<file path="src/rtl/rps_pkg.sv">
// rps_pkg: shared result/winner codes and scorer state encoding
package rps_pkg;
    localparam logic [1:0] RES_TIE = 2'b00;
    localparam logic [1:0] RES_P1  = 2'b01;
    localparam logic [1:0] RES_P2  = 2'b10;
    localparam logic [1:0] RES_INV = 2'b11;
    localparam logic [1:0] WIN_NONE = 2'b00;
    localparam logic [1:0] WIN_P1   = 2'b01;
    localparam logic [1:0] WIN_P2   = 2'b10;
    typedef logic [0:0] state_t;
    localparam state_t PLAY = 1'b0;
    localparam state_t DONE = 1'b1;
endpackage

</file>
<file path="src/rtl/rps_match_scorer_if.sv">
// rps_match_scorer_if: round-result handshake and match status bundle
interface rps_match_scorer_if #(
    parameter int SCORE_W = 3,
    parameter int RND_W   = 4
);
    logic               res_valid;
    logic [1:0]         res_code;
    logic               res_ready;
    logic               new_match;
    logic [SCORE_W-1:0] p1_score;
    logic [SCORE_W-1:0] p2_score;
    logic [SCORE_W-1:0] tie_cnt;
    logic [RND_W-1:0]   round_cnt;
    logic               inv_flag;
    logic               match_over;
    logic [1:0]         match_winner;
    logic               match_done;
    logic               led_win;
    modport master (
        output res_valid, res_code, new_match,
        input  res_ready, p1_score, p2_score, tie_cnt, round_cnt, inv_flag,
               match_over, match_winner, match_done, led_win
    );
    modport slave (
        input  res_valid, res_code, new_match,
        output res_ready, p1_score, p2_score, tie_cnt, round_cnt, inv_flag,
               match_over, match_winner, match_done, led_win
    );
endinterface

</file>
<file path="src/rtl/rps_sat_counter.sv">
// rps_sat_counter: clearable up-counter that sticks at all-ones
module rps_sat_counter #(
    parameter int W = 3
) (
    input  logic         clk,
    input  logic         rst,
    input  logic         i_clr,
    input  logic         i_inc,
    output logic [W-1:0] o_cnt
);
    always_ff @(posedge clk) begin
        if (rst || i_clr)
            o_cnt <= '0;
        else if (i_inc && o_cnt != '1)
            o_cnt <= o_cnt + 1'b1;
    end
endmodule

</file>
<file path="src/rtl/rps_match_scorer.sv">
// rps_match_scorer: best-of match scoring FSM with blinking winner LED
module rps_match_scorer
    import rps_pkg::*;
#(
    parameter int WIN_TARGET   = 3,
    parameter int SCORE_W      = 3,
    parameter int RND_W        = 4,
    parameter int BLINK_CYCLES = 4
) (
    input logic              clk,
    input logic              rst,
    rps_match_scorer_if.slave bus
);
    localparam int BW = BLINK_CYCLES > 1 ? $clog2(BLINK_CYCLES) : 1;
    localparam logic [SCORE_W-1:0] LAST_WIN = SCORE_W'(WIN_TARGET - 1);
    localparam logic [BW-1:0] BLINK_LAST = BW'(BLINK_CYCLES - 1);

    if (WIN_TARGET < 1 || WIN_TARGET > 2**SCORE_W - 1) begin : g_bad_target
        $error("WIN_TARGET out of range for SCORE_W");
    end
    if (BLINK_CYCLES < 1) begin : g_bad_blink
        $error("BLINK_CYCLES must be >= 1");
    end

    state_t        r_state;
    logic [1:0]    r_winner;
    logic          r_inv;
    logic          r_done;
    logic          r_led;
    logic [BW-1:0] r_blink;
    logic          w_acc, w_p1, w_p2, w_tie, w_inv, w_win, w_wrap;

    // new_match takes priority, so a coincident result is discarded
    assign w_acc  = bus.res_valid && bus.res_ready && !bus.new_match;
    assign w_p1   = w_acc && bus.res_code == RES_P1;
    assign w_p2   = w_acc && bus.res_code == RES_P2;
    assign w_tie  = w_acc && bus.res_code == RES_TIE;
    assign w_inv  = w_acc && bus.res_code == RES_INV;
    assign w_win  = (w_p1 && bus.p1_score == LAST_WIN) || (w_p2 && bus.p2_score == LAST_WIN);
    assign w_wrap = r_blink == BLINK_LAST;

    rps_sat_counter #(.W(SCORE_W)) u_p1 (
        .clk(clk), .rst(rst), .i_clr(bus.new_match), .i_inc(w_p1), .o_cnt(bus.p1_score)
    );
    rps_sat_counter #(.W(SCORE_W)) u_p2 (
        .clk(clk), .rst(rst), .i_clr(bus.new_match), .i_inc(w_p2), .o_cnt(bus.p2_score)
    );
    rps_sat_counter #(.W(SCORE_W)) u_tie (
        .clk(clk), .rst(rst), .i_clr(bus.new_match), .i_inc(w_tie), .o_cnt(bus.tie_cnt)
    );
    rps_sat_counter #(.W(RND_W)) u_rnd (
        .clk(clk), .rst(rst), .i_clr(bus.new_match), .i_inc(w_p1 || w_p2 || w_tie),
        .o_cnt(bus.round_cnt)
    );

    always_ff @(posedge clk) begin
        if (rst || bus.new_match) begin
            r_state  <= PLAY;
            r_winner <= WIN_NONE;
            r_inv    <= 1'b0;
            r_done   <= 1'b0;
            r_led    <= 1'b0;
            r_blink  <= '0;
        end else begin
            r_done <= w_win;
            r_inv  <= r_inv | w_inv;
            if (w_win) begin
                r_state  <= DONE;
                r_winner <= w_p1 ? WIN_P1 : WIN_P2;
                r_led    <= 1'b1;
                r_blink  <= '0;
            end else if (r_state == DONE) begin
                r_blink <= w_wrap ? '0 : r_blink + 1'b1;
                r_led   <= r_led ^ w_wrap;
            end
        end
    end

    assign bus.res_ready    = r_state == PLAY;
    assign bus.match_over   = r_state == DONE;
    assign bus.match_winner = r_winner;
    assign bus.inv_flag     = r_inv;
    assign bus.match_done   = r_done;
    assign bus.led_win      = r_led;
endmodule

</file>
<file path="src/flat_wrapper.sv">
// flat-port wrapper written by rule: the top's interface ports become plain ports
module rps_match_scorer_flat import rps_pkg::*;
#(
    parameter int WIN_TARGET   = 3,
    parameter int SCORE_W      = 3,
    parameter int RND_W        = 4,
    parameter int BLINK_CYCLES = 4
)
  (clk, rst, bus_res_valid, bus_res_code, bus_new_match, bus_res_ready, bus_p1_score, bus_p2_score, bus_tie_cnt, bus_round_cnt, bus_inv_flag, bus_match_over, bus_match_winner, bus_match_done, bus_led_win);
  rps_match_scorer_if #(.SCORE_W(SCORE_W), .RND_W(RND_W)) bus_i ();
  input logic clk;
  input logic rst;
  input wire logic [$bits(bus_i.res_valid)-1:0] bus_res_valid;
  input wire logic [$bits(bus_i.res_code)-1:0] bus_res_code;
  input wire logic [$bits(bus_i.new_match)-1:0] bus_new_match;
  output wire logic [$bits(bus_i.res_ready)-1:0] bus_res_ready;
  output wire logic [$bits(bus_i.p1_score)-1:0] bus_p1_score;
  output wire logic [$bits(bus_i.p2_score)-1:0] bus_p2_score;
  output wire logic [$bits(bus_i.tie_cnt)-1:0] bus_tie_cnt;
  output wire logic [$bits(bus_i.round_cnt)-1:0] bus_round_cnt;
  output wire logic [$bits(bus_i.inv_flag)-1:0] bus_inv_flag;
  output wire logic [$bits(bus_i.match_over)-1:0] bus_match_over;
  output wire logic [$bits(bus_i.match_winner)-1:0] bus_match_winner;
  output wire logic [$bits(bus_i.match_done)-1:0] bus_match_done;
  output wire logic [$bits(bus_i.led_win)-1:0] bus_led_win;
  assign bus_i.res_valid = bus_res_valid;
  assign bus_i.res_code = bus_res_code;
  assign bus_i.new_match = bus_new_match;
  assign bus_res_ready = bus_i.res_ready;
  assign bus_p1_score = bus_i.p1_score;
  assign bus_p2_score = bus_i.p2_score;
  assign bus_tie_cnt = bus_i.tie_cnt;
  assign bus_round_cnt = bus_i.round_cnt;
  assign bus_inv_flag = bus_i.inv_flag;
  assign bus_match_over = bus_i.match_over;
  assign bus_match_winner = bus_i.match_winner;
  assign bus_match_done = bus_i.match_done;
  assign bus_led_win = bus_i.led_win;
  rps_match_scorer #(.WIN_TARGET(WIN_TARGET), .SCORE_W(SCORE_W), .RND_W(RND_W), .BLINK_CYCLES(BLINK_CYCLES)) u_core (.clk(clk), .rst(rst), .bus(bus_i));
endmodule
</file>
<file path="config.mk">
export PLATFORM = sky130hd
export DESIGN_NAME = rps_match_scorer_flat
export DESIGN_NICKNAME = d
export VERILOG_FILES = /design/src/rtl/rps_pkg.sv /design/src/rtl/rps_match_scorer_if.sv /design/src/rtl/rps_sat_counter.sv /design/src/rtl/rps_match_scorer.sv /design/src/flat_wrapper.sv
export SDC_FILE = /design/constraint.sdc
export NUM_CORES = 1
export LEC_CHECK = 0
export ABC_AREA = 1
export CAP_MARGIN = 20
export CORE_MARGIN = 1
export CORE_UTILIZATION = 45
export DETAILED_ROUTE_END_ITERATION = 10
export DONT_BUFFER_PORTS = 1
export GPL_ROUTABILITY_DRIVEN = 0
export PLACE_DENSITY = 0.64
export SETUP_SLACK_MARGIN = 0.3
export SYNTH_ARGS = -nofsm -noshare
export SYNTH_HDL_FRONTEND = slang
export SYNTH_SLANG_ARGS = --single-unit
</file>
<file path="constraint.sdc">
create_clock -name clk -period 1.4 [get_ports clk]
set_clock_uncertainty 0.2 [all_clocks]
set_input_delay 0.35 -clock clk [delete_from_list [all_inputs] [get_ports clk]]
set_output_delay 0.35 -clock clk [all_outputs]
set_load 0.03 [all_outputs]
</file>
Yosys cells after proc, flatten, opt, wreduce, memory -nomap -nowiden. Cells that the tools add are included. W data, S select, Z words.

Eq/ne operators: 10. Bitwise logic cells: 3. Reduce and logical (&&, ||, !) cells: 20. Mux-type cells: 4. Add/sub/neg operators: 5.

Operator list (number): $logic_and A1 B1 Y1 (12); $add A3 B1 Y3 const B (3); $ne A3 B3 Y1 const B (3); $eq A2 B2 Y1 const B (3); $eq A3 B2 Y1 const B (2); $add A4 B1 Y4 const B (1); $logic_or A1 B1 Y1 (4); $mux W2 (2); $ne A4 B4 Y1 const B (1); $add A2 B1 Y2 const B (1); $eq A2 B1 Y1 const B (1); $logic_not A2 Y1 (1); $mux W1 (2); $reduce_bool A2 Y1 (1); $reduce_or A2 Y1 (1); $logic_not A1 Y1 (1); $not A1 Y1 (1); $or A1 B1 Y1 (1); $xor A1 B1 Y1 (1).

Input port bits: 6. Logic and storage cells: 52. Output and inout bits: 20. Register bits after elaboration: 21.

Longest topological paths before layout. Gate-level depths: netlist of the first run.

Depth after elaboration: 7. Gate-level depth with buffers: 9.

Modules after synthesis. Synthesis of the first run repeated with hierarchy kept, for this count alone.

Cells, all modules: 149. Area total of the unflattened synthesis: 1098.6 sq um.

By module, submodules not included: rps_sat_counter (u_core.u_p1 ...) (area each 158.9 sq um, sequential area each 60.1 sq um, cells an instance 23, instances 3); rps_match_scorer (area each 402.9 sq um, sequential area each 160.2 sq um, cells an instance 49, instances 1); rps_sat_counter (u_core.u_rnd) (area each 219.0 sq um, sequential area each 80.1 sq um, cells an instance 31, instances 1).

Worst setup path before layout of the first run. OpenSTA, ideal clock, no wires.

Path kind: register to register. Start: reg u_core.u_rnd.o_cnt[0]. End: reg u_core.u_rnd.o_cnt[0]. Arrival: 1.267 ns. Slack: -0.181 ns. Library setup time: 0.114 ns. Data required time: 1.086 ns. Path buffers: 0. Cell stages (with the launch flop): 7. Cell sequence: dfxtp_1 ha_1 nand3_1 nand3_2 clkinv_1 nor2_1 nor2_1.

Longest elaborated chain between the ends: 2.

Ends and longest elaborated chain: start: declaration (RTL line rps_sat_counter.sv:9) `output logic [W-1:0] o_cnt`; start signal: assignment (RTL line rps_sat_counter.sv:15) `o_cnt <= o_cnt + 1'b1;`; branches (longest 2 deep; another with $add A4 B1 Y4).

Several ways; the timed one is not identified. A chain may end at the register's enable or synchronous reset.

Worst setup path in the final report of the first run.
Start: reg u_core.r_state (netlist: u_core.bus.match_over). End: out bus_res_ready.

Longest elaborated chain between the ends: 1.

Ends and longest elaborated chain: start: declaration (RTL line rps_match_scorer.sv:25) `state_t r_state;`; start signal: assignment (RTL line rps_match_scorer.sv:58) `r_state <= PLAY;`; start signal: assignment (RTL line rps_match_scorer.sv:68) `r_state <= DONE;`; $not A1 Y1 (RTL line rps_match_scorer.sv:79) `assign bus.res_ready = r_state == PLAY;`; end: declaration (RTL line flat_wrapper.sv:16) `output wire logic [$bits(bus_i.res_ready)-1:0] bus_res_ready;`.

No other way between the ends.

==> results of run 1 <==
-- cell type report --
cell class | instances | area (sq um)
tap | 28 | 35.0
clock inverter | 1 | 5.00
multi-input combinational | 98 | 861
clock buffer | 3 | 22.5
inverter | 24 | 110
fill | 146 | 465
sequential | 21 | 487
timing repair buffer | 28 | 290
-- cell usage in the layout (no fill, tap or decap) --
cell type  synthesis  routed
nand2_1           26      19
nor2_1            22      18
dfxtp_4            0      17
inv_1             21      16
buf_6              0      14
buf_4              0      11
ha_4               0       9
nand3_4            0       7
nand2_2            2       6
inv_4              1       5
a21oi_2            0       5
nand2_4            1       4
nor2_2             0       4
o21ai_2            2       4
nand4_1            4       4
a21oi_1            8       3
nand3_1            5       3
clkbuf_4           0       3
inv_2              1       2
nor3_1             4       2
nor3_2             0       2
buf_8              0       2
dfxtp_1           21       2
dfxtp_2            0       2
inv_8              0       1
xor2_1             2       1
nor2_8             1       1
nand3b_1           1       1
nor3_4             1       1
xor2_2             0       1
mux2i_1            1       1
ha_1              10       1
clkinv_2           0       1
nor2_4             0       1
buf_12             0       1
-- cells in the mapped netlist (2+ instances only) --
cell | n | share of area, %
nand2_1 | 26 | 8.8
nor2_1 | 22 | 7.4
dfxtp_1 | 21 | 38
inv_1 | 21 | 7.1
ha_1 | 10 | 11
a21oi_1 | 8 | 3.6
nand3_1 | 5 | 2.3
nand3_2 | 5 | 4.5
nand4_1 | 4 | 2.3
nor3_1 | 4 | 1.8
buf_2 | 2 | 0.90
nand2_2 | 2 | 1.1
o21ai_1 | 2 | 0.90
o21ai_2 | 2 | 1.6
xor2_1 | 2 | 1.6
-- state kept, by name, indices dropped and copies added (netlist names), 2 cells and up --
register                 cells
u_core.bus.match_winner      2
u_core.r_blink               2
u_core.u_p1.o_cnt            3
u_core.u_p2.o_cnt            3
u_core.u_rnd.o_cnt           4
u_core.u_tie.o_cnt           3
-- stage by stage --
step / TNS (ps) / power, mW
finish: -27.5 / 1.01
global route: -527 / 1.05
CTS: -48.2 / 0.997
detailed placement: 0 / 0.700
global placement: 0 / 0.698
floorplan: 0 / 0.677
-- critical path, stage by stage (launching register included) --
cell     delay (ps)
dfxtp_4         390
inv_8            60
buf_6           120
-- power breakdown --
| group | switching [mW] | total (mW) | internal (mW) |
|---|---|---|---|
| sequential | 0.00651 | 0.578 | 0.572 |
| combinational | 0.0779 | 0.126 | 0.0478 |
| clock | 0.196 | 0.302 | 0.106 |
-- cells by family (layout without fill, tap and decap cells) --
logic type / Yosys count / count (layout)
compound gates: 12 / 12
xor+xnor: 2 / 2
fa+ha+maj: 10 / 10
buf+inv: 26 / 56
flops: 21 / 21
mux: 1 / 1
simple gates: 72 / 73
-- layer usage --
layer	vias to the layer above	global-route usage, %	wire, microns
li1	522	-	-
met1	474	22.6	1050
met2	27	37.7	1450
met3	6	4.97	123
met4	0	7.66	38
met5	-	0	0
-- path summary, 6_finish.rpt --
kind / from / endpoint / slack [ps] / cells after the start
worst max-delay path: u_core.bus.match_over$_SDFFE_PP0P_ / bus_res_ready / -30 / 2
worst min register to register: u_core.u_p2.o_cnt[1]$_SDFFE_PP0P_ / u_core.u_p2.o_cnt[1]$_SDFFE_PP0P_ / 340 / 2
worst max register to register: u_core.bus.match_over$_SDFFE_PP0P_ / u_core.bus.match_winner[0]$_SDFFE_PP0P_ / 20 / 6
worst min-delay path: bus_new_match / u_core.u_p2.o_cnt[2]$_SDFFE_PP0P_ / 30 / 3
-- repair_timing --
action	4_1_cts	5_1_grt
gates cloned	1	0
pin swaps	12	14
buffers inserted	8	2
setup endpoints to repair	41	41
resized for setup	46	23
==> flow_metrics.py, run 1 <==
metrics = {
    "grt": {
        "grt_usage_pct": 20.5,
        "first_global_vias": 966,
        "grt_max_degree": 13,
        "overflow": 0,
        "antenna_found_initial": 0,
        "grt_pass1_wl_mm": 3.99,
    },
    "detailed_routing": {
        "drc": 0,
        "dr_total_vias": 1029,
        "first_pass_iters": 4,
        "avgRoutedWirePerCell_microns": 13.1,
        "antenna_left": 0,
        "first_iter_violations": 18,
        "wl_mm": 2.66,
        "viasPerCell": 5.07,
    },
    "power_and_ir_drop": {
        "ir_drop_v": 0.000509,
        "p_leak_nw": 0.752,
        "powerDensity_nw_per_um2": 556,
    },
    "yosys": {
        "yosys_warnings": 0,
        "syn_inst": 144,
        "syn_nets": 160,
        "synth_edf_count": 0,
        "synthFlopType": "dfxtp_1",
        "ys_seq_area_share_pct": 37.8,
        "synth_area_sq_um": 1110,
        "synth-seq-cells": 21,
        "synth.distinct_cells": 23,
        "synthSimpleGateAreaFrac_pct": 33.1,
        "synth_compound_area_share_pct": 6.08,
        "avgSynthCellArea_sq_um": 7.72,
        "synthArstFlopShare_pct": 0,
        "synth_xor_area_share_pct": 1.58,
        "synth_top_family_by_area": "simple AND/OR/NAND/NOR gates",
        "synthMuxAreaShare_pct": 0.901,
        "synthAdderAreaFrac_pct": 11.3,
    },
    "floorplan": {
        "num_rows": 17,
        "core_area_sq_um": 2280,
        "dieArea_sq_um": 2670,
        "ios": 26,
        "initial_core_util_pct": 48.8,
        "fp.dieW_microns": 51.7,
        "dieHeight_microns": 51.7,
    },
    "final_layout": {
        "drive_gt1_share_pct": 59.4,
        "area.growth.synth_to_final_pct": 63.0,
        "final_cells": 203,
        "n_antenna_cell": 0,
        "finalNetCount": 192,
        "final_area_sq_um": 1810,
        "utilization_pct": 79.5,
    },
    "outcome": {
        "violations": "setup timing",
        "status": "finished with violations",
    },
    "placed_design": {
        "place_area_sq_um": 1440,
        "pre_cts_ws_ps": 6.90,
        "dp_hpwl_mm": 1.62,
        "dp_cells": 188,
        "port-buffer-count": 0,
    },
    "timing": {
        "post-route-period-util_pct": 102,
        "rsz0062_at_grt": "yes",
        "drv_slew": 0,
        "worstMarginPinSlew_ps": 471,
        "finalWorstSetupSlack_ps": -27.5,
        "hold_viol": 0,
        "slew_headroom_pct": 68.5,
        "setup_viol": 1,
        "timing.hold.ws_ps": 29.3,
        "max_freq_ghz": 0.701,
        "period_needed_ps": 1430,
    },
    "critical_path": {
        "crit_path_start_kind": "flop",
        "crit_required_ps": 850,
        "crit_arrival_ps": 880,
        "crit_fanout": 4,
        "crit_path_end_kind": "output pin",
        "critPathKind": "flop to output pin",
    },
    "clock_network": {
        "cts_made_buffers": 3,
        "cts_tree": "built",
        "clock_path_buffers": 2,
        "root_buffer": "clkbuf_4",
        "ctsHoldBuffers": 0,
        "clk_latency_ps": 300,
        "path_clk_slew_ps": 130,
        "cts.sinks": 21,
        "htree_levels": 1,
    },
    "min_path": {
        "worst_hold_path_type": "primary input to flop",
    },
    "flow_run": {
        "drv_cap": 0,
    },
}
Power figures use the tool's default switching activity.
==> inputs of run 2 (changes only) <==
Settings changed: TNS_END_PERCENT from default to 30.
Clock period 1.4 ns to 1.3 ns, I/O delays scaled along.
==> flow_metrics.py, run 2 (synthesis gave the netlist of run 1 again) <==
metrics = {
    "outcome": {
        "status": "finished with violations",
        "violations": "setup timing",
    },
    "grt": {
        "overflow": 0,
        "grt_max_degree": 12,
        "antenna_found_initial": 0,
        "first_global_vias": 993,
        "grt_usage_pct": 20.6,
        "grt_pass1_wl_mm": 4.01,
    },
    "final_layout": {
        "area.growth.synth_to_final_pct": 48.1,
        "largest_register_ffs": 4,
        "layout_common_cells": "22 x nand2_1, 21 x nor2_1, 15 x inv_1",
        "top_register": "u_core.u_rnd.o_cnt",
        "fill_cells": 160,
        "n_antenna_cell": 0,
        "final_cells": 198,
        "final_common_cell": "nand2_1",
        "finalNetCount": 187,
        "drive_gt1_share_pct": 48.8,
    },
    "min_path": {
        "worst_hold_path_type": "primary input to flop",
        "hold_depth": 3,
    },
    "placed_design": {
        "dp_hpwl_mm": 1.74,
        "dp_cells": 192,
        "pre_cts_ws_ps": -104,
        "port-buffer-count": 0,
    },
    "clock_network": {
        "cts_made_buffers": 3,
        "root_buffer": "clkbuf_4",
        "cts.sinks": 21,
        "path_clk_slew_ps": 110,
        "clk_latency_ps": 310,
        "htree_levels": 1,
        "cts_tree": "built",
        "clock_path_buffers": 2,
    },
    "critical_path": {
        "path_delay_family": "flip-flops",
        "crit_arrival_ps": 900,
        "worstPathCellList": "buf_4",
        "crit_path_end_kind": "output pin",
        "crit_fanout": 6,
        "rr_worst_depth": 6,
        "cp_slowest_cell": "dfxtp_2",
        "critPathKind": "flop to output pin",
        "crit_required_ps": 770,
        "path_depth": 1,
        "critPathBufInv": 1,
        "cp_slowest_stage_delay_ps": 410,
        "crit_path_start_kind": "flop",
    },
    "floorplan": {
        "dieHeight_microns": 51.7,
        "dieArea_sq_um": 2670,
        "num_rows": 17,
        "ios": 26,
        "fp.dieW_microns": 51.7,
        "initial_core_util_pct": 48.8,
        "core_area_sq_um": 2280,
    },
    "timing": {
        "slew_headroom_pct": 73.9,
        "rsz0062_at_grt": "yes",
        "setup_viol": 36,
        "max_freq_ghz": 0.702,
        "post-route-period-util_pct": 110,
        "worstMarginPinSlew_ps": 391,
        "drv_slew": 0,
        "finalWorstSetupSlack_ps": -124,
        "period_needed_ps": 1420,
        "hold_viol": 0,
    },
    "detailed_routing": {
        "wl_mm": 2.46,
        "antenna_left": 0,
        "first_pass_iters": 4,
        "drc": 0,
        "viasPerCell": 4.88,
        "dr_total_vias": 967,
        "avgRoutedWirePerCell_microns": 12.4,
        "first_iter_violations": 5,
    },
    "flow_run": {
        "drv_cap": 0,
    },
    "power_and_ir_drop": {
        "ir_drop_v": 0.000578,
        "powerDensity_nw_per_um2": 654,
        "p_leak_nw": 0.706,
    },
}
-- run 2: cell types whose count changed in the layout (fill, tap and decap cells not counted), sizes merged --
cell    previous run  this run
buf               28        24
clkbuf             3         4
clkinv             1         0
nor2              24        23
-- run 2: metal layers --
layer	track usage, %	up-vias	part of all wire (%)
met3	4.97	4	4.7
met1	21.7	436	41
met4	8.11	0	1.3
met5	0	-	0
li1	-	507	-
met2	38.7	20	53
-- run 2: repair_timing --
action                                  CTS  global route
buffers inserted                          1             1
hold buffers                              0             0
pin swaps                                 9            13
endpoints found under the setup margin   41            41
resized for setup                        39            17
-- run 2: report_power, final --
part / internal [mW] / switching, mW / leakage [nW]
Combinational: 0.0462 / 0.0746 / 0.509
Clock: 0.120 / 0.203 / 0.0150
Sequential: 0.624 / 0.00745 / 0.182
-- run 2: final cells by class --
| class | instances | area, sq um | area share, % |
|---|---|---|---|
| Clock buffer | 4 | 26.3 | 1.60 |
| Inverter | 24 | 108 | 6.54 |
| Multi-Input combinational cell | 97 | 764 | 46.5 |
| Sequential cell | 21 | 475 | 28.9 |
| Tap cell | 28 | 35.0 | 2.13 |
| Timing Repair Buffer | 24 | 236 | 14.4 |
-- run 2: final timing paths --
check	end	from	slack, ps
min	u_core.bus.inv_flag$_SDFF_PP0_	bus_new_match	60
max reg2reg	u_core.u_tie.o_cnt[2]$_SDFFE_PP0P_	u_core.u_tie.o_cnt[1]$_SDFFE_PP0P_	-100
min reg2reg	u_core.u_rnd.o_cnt[3]$_SDFFE_PP0P_	u_core.u_rnd.o_cnt[3]$_SDFFE_PP0P_	310
max	bus_round_cnt[2]	u_core.u_rnd.o_cnt[2]$_SDFFE_PP0P_	-120
-- run 2: stage by stage --
stage	TNS (ps)	hold WS, ps	util (%)	cell area (sq um)	power [mW]
after floorplan	-601	306	-	1210	0.728
after global placement	-608	283	61.6	1400	0.754
after detailed placement	-852	295	61.6	1400	0.757
after CTS	-2160	48.3	69.3	1580	1.07
after global routing	-3910	63.9	72.3	1650	1.12
final	-1930	59.8	72.3	1650	1.08
==> inputs of run 3 (changes only) <==
Settings changed: CORE_MARGIN 1 to 3, CTS_CLUSTER_SIZE from default to 20.
==> flow_metrics.py, run 3 (synthesis gave the netlist of run 1 again) <==
metrics = {
    "floorplan": {
        "dieHeight_microns": 55.7,
        "num_rows": 17,
        "dieArea_sq_um": 3100,
        "core_area_sq_um": 2280,
        "ios": 26,
        "fp.dieW_microns": 55.7,
        "initial_core_util_pct": 48.8,
    },
    "final_layout": {
        "layout_common_cells": "25 x nand2_1, 21 x nor2_1, 17 x inv_1",
        "top_register": "u_core.u_rnd.o_cnt",
        "n_antenna_cell": 0,
        "drive_gt1_share_pct": 49.4,
        "area.growth.synth_to_final_pct": 49.7,
        "fill_cells": 183,
        "regArea_sq_um": 479,
        "final_cells": 204,
        "multi_input_area_sq_um": 723,
        "final_common_cell": "nand2_1",
        "finalNetCount": 193,
        "largest_register_ffs": 4,
    },
    "timing": {
        "max_freq_ghz": 0.673,
        "hold_viol": 0,
        "worstMarginPinSlew_ps": 453,
        "post-route-period-util_pct": 114,
        "slew_headroom_pct": 69.8,
        "setup_viol": 37,
        "drv_slew": 0,
        "finalWorstSetupSlack_ps": -186,
        "period_needed_ps": 1490,
        "rsz0062_at_grt": "yes",
    },
    "power_and_ir_drop": {
        "total_power_mw": 1.08,
        "powerDensity_nw_per_um2": 647,
        "ir_drop_v": 0.000413,
        "p_leak_nw": 0.760,
    },
    "clock_network": {
        "htree_levels": 1,
        "cts_made_buffers": 3,
        "clk_latency_ps": 310,
        "root_buffer": "clkbuf_4",
        "cts.sinks": 21,
        "clock_path_buffers": 2,
        "cts_tree": "built",
        "path_clk_slew_ps": 120,
        "ctsHoldBuffers": 0,
    },
    "critical_path": {
        "cp_common_cell": "buf_6",
        "worstPathCellList": "inv_8 -> buf_6 -> buf_6",
        "crit_path_end_kind": "output pin",
        "worstReg2RegEnd": "u_core.u_rnd.o_cnt[1]$_SDFFE_PP0P_",
        "reg2reg_slack_ps": -150,
        "critPathKind": "flop to output pin",
        "crit_required_ps": 770,
        "crit_fanout": 2,
        "cp_slowest_cell": "dfxtp_4",
        "crit_arrival_ps": 960,
        "rr_worst_depth": 7,
        "crit_path_start_kind": "flop",
        "cp_slowest_stage_delay_ps": 400,
        "r2r_start": "u_core.bus.match_over$_SDFFE_PP0P_",
    },
    "placed_design": {
        "dp_hpwl_mm": 1.73,
        "dp_cells": 192,
        "port-buffer-count": 0,
    },
    "grt": {
        "first_global_vias": 1014,
        "antenna_found_initial": 0,
        "grt_pass1_wl_mm": 4.41,
        "grt_max_degree": 13,
        "grt_usage_pct": 17.5,
        "overflow": 0,
    },
    "detailed_routing": {
        "avgRoutedWirePerCell_microns": 11.7,
        "first_pass_iters": 4,
        "drc": 0,
        "viasPerCell": 4.92,
        "antenna_left": 0,
        "dr_total_vias": 1004,
        "wl_mm": 2.39,
        "first_iter_violations": 15,
    },
    "min_path": {
        "worst_hold_path_type": "primary input to flop",
        "holdPathEnd": "u_core.u_p1.o_cnt[1]$_SDFFE_PP0P_",
        "min_from": "bus_new_match",
        "hold_depth": 3,
    },
    "outcome": {
        "status": "finished with violations",
        "violations": "setup timing",
    },
    "flow_run": {
        "drv_cap": 0,
    },
}
## run 3: changes by cell type in the layout (fill, tap and decap cells not counted), sizes merged
| cell | previous run | this run |
|---|---|---|
| buf | 24 | 30 |
| clkinv | 0 | 1 |
| clkbuf | 4 | 3 |
## run 3: how the worst max path moves through the flow
stage | startpoint | to | slack [ps] | cells past startpoint
4_1_cts | u_core.bus.match_over$_SDFFE_PP0P_ | bus_res_ready | -190 | 3
6_report | u_core.bus.match_over$_SDFFE_PP0P_ | bus_res_ready | -190 | 3
2_1_floorplan | u_core.u_tie.o_cnt[0]$_SDFFE_PP0P_ | u_core.u_tie.o_cnt[1]$_SDFFE_PP0P_ | -80 | 6
3_5_place_dp | u_core.u_tie.o_cnt[1]$_SDFFE_PP0P_ | u_core.u_tie.o_cnt[1]$_SDFFE_PP0P_ | -110 | 6
3_3_place_gp | u_core.u_tie.o_cnt[1]$_SDFFE_PP0P_ | u_core.u_tie.o_cnt[1]$_SDFFE_PP0P_ | -70 | 6
5_1_grt | u_core.bus.match_over$_SDFFE_PP0P_ | u_core.u_rnd.o_cnt[1]$_SDFFE_PP0P_ | -250 | 7
## run 3: critical path, delay by kind of cell, from the launching register on
family                 cells  cell delay (ps)
flip-flops                 1              400
buffers and inverters      3              250
## run 3: cell type report
| type | count | share of cell area (%) |
|---|---|---|
| Clock buffer | 3 | 1.35 |
| Tap cell | 28 | 2.11 |
| Inverter | 24 | 5.87 |
| Multi-Input combinational cell | 97 | 43.5 |
| Timing Repair Buffer | 30 | 18.1 |
| Clock inverter | 1 | 0.301 |
| Sequential cell | 21 | 28.8 |
## run 3: what timing repair did
item	4_1_cts	5_1_grt
gates resized for setup	37	14
setup buffers	7	1
gates cloned	0	0
endpoints found under the setup margin	41	41
endpoints found under the hold margin	0	0
pin swaps	5	14
## run 3: layer usage
layer	vias up	global-route usage [%]	share of wire (%)
met3	4	4.41	5.4
li1	528	-	-
met1	455	19.1	39
met2	17	32.1	54
met5	-	0	0
met4	0	6.25	1.1
## run 3: where the power goes
| part | total (mW) | internal (mW) | switching, mW | leakage (nW) |
|---|---|---|---|---|
| clock | 0.322 | 0.115 | 0.207 | 0.0177 |
| sequential | 0.628 | 0.622 | 0.00636 | 0.183 |
| combinational | 0.125 | 0.0496 | 0.0751 | 0.560 |
## run 3: stage by stage
| stage | utilization [%] | hold WS, ps | TNS, ps | setup WS [ps] | instance area, sq um |
|---|---|---|---|---|---|
| CTS | 70.0 | 14.7 | -2850 | -188 | 1590 |
| global placement | 61.6 | 284 | -544 | -72.1 | 1400 |
| floorplan | - | 306 | -601 | -78.3 | 1210 |
| global route | 73.1 | 7.58 | -5520 | -253 | 1660 |
| finish | 73.1 | 14.2 | -3030 | -186 | 1660 |
| detailed placement | 61.6 | 298 | -794 | -109 | 1400 |
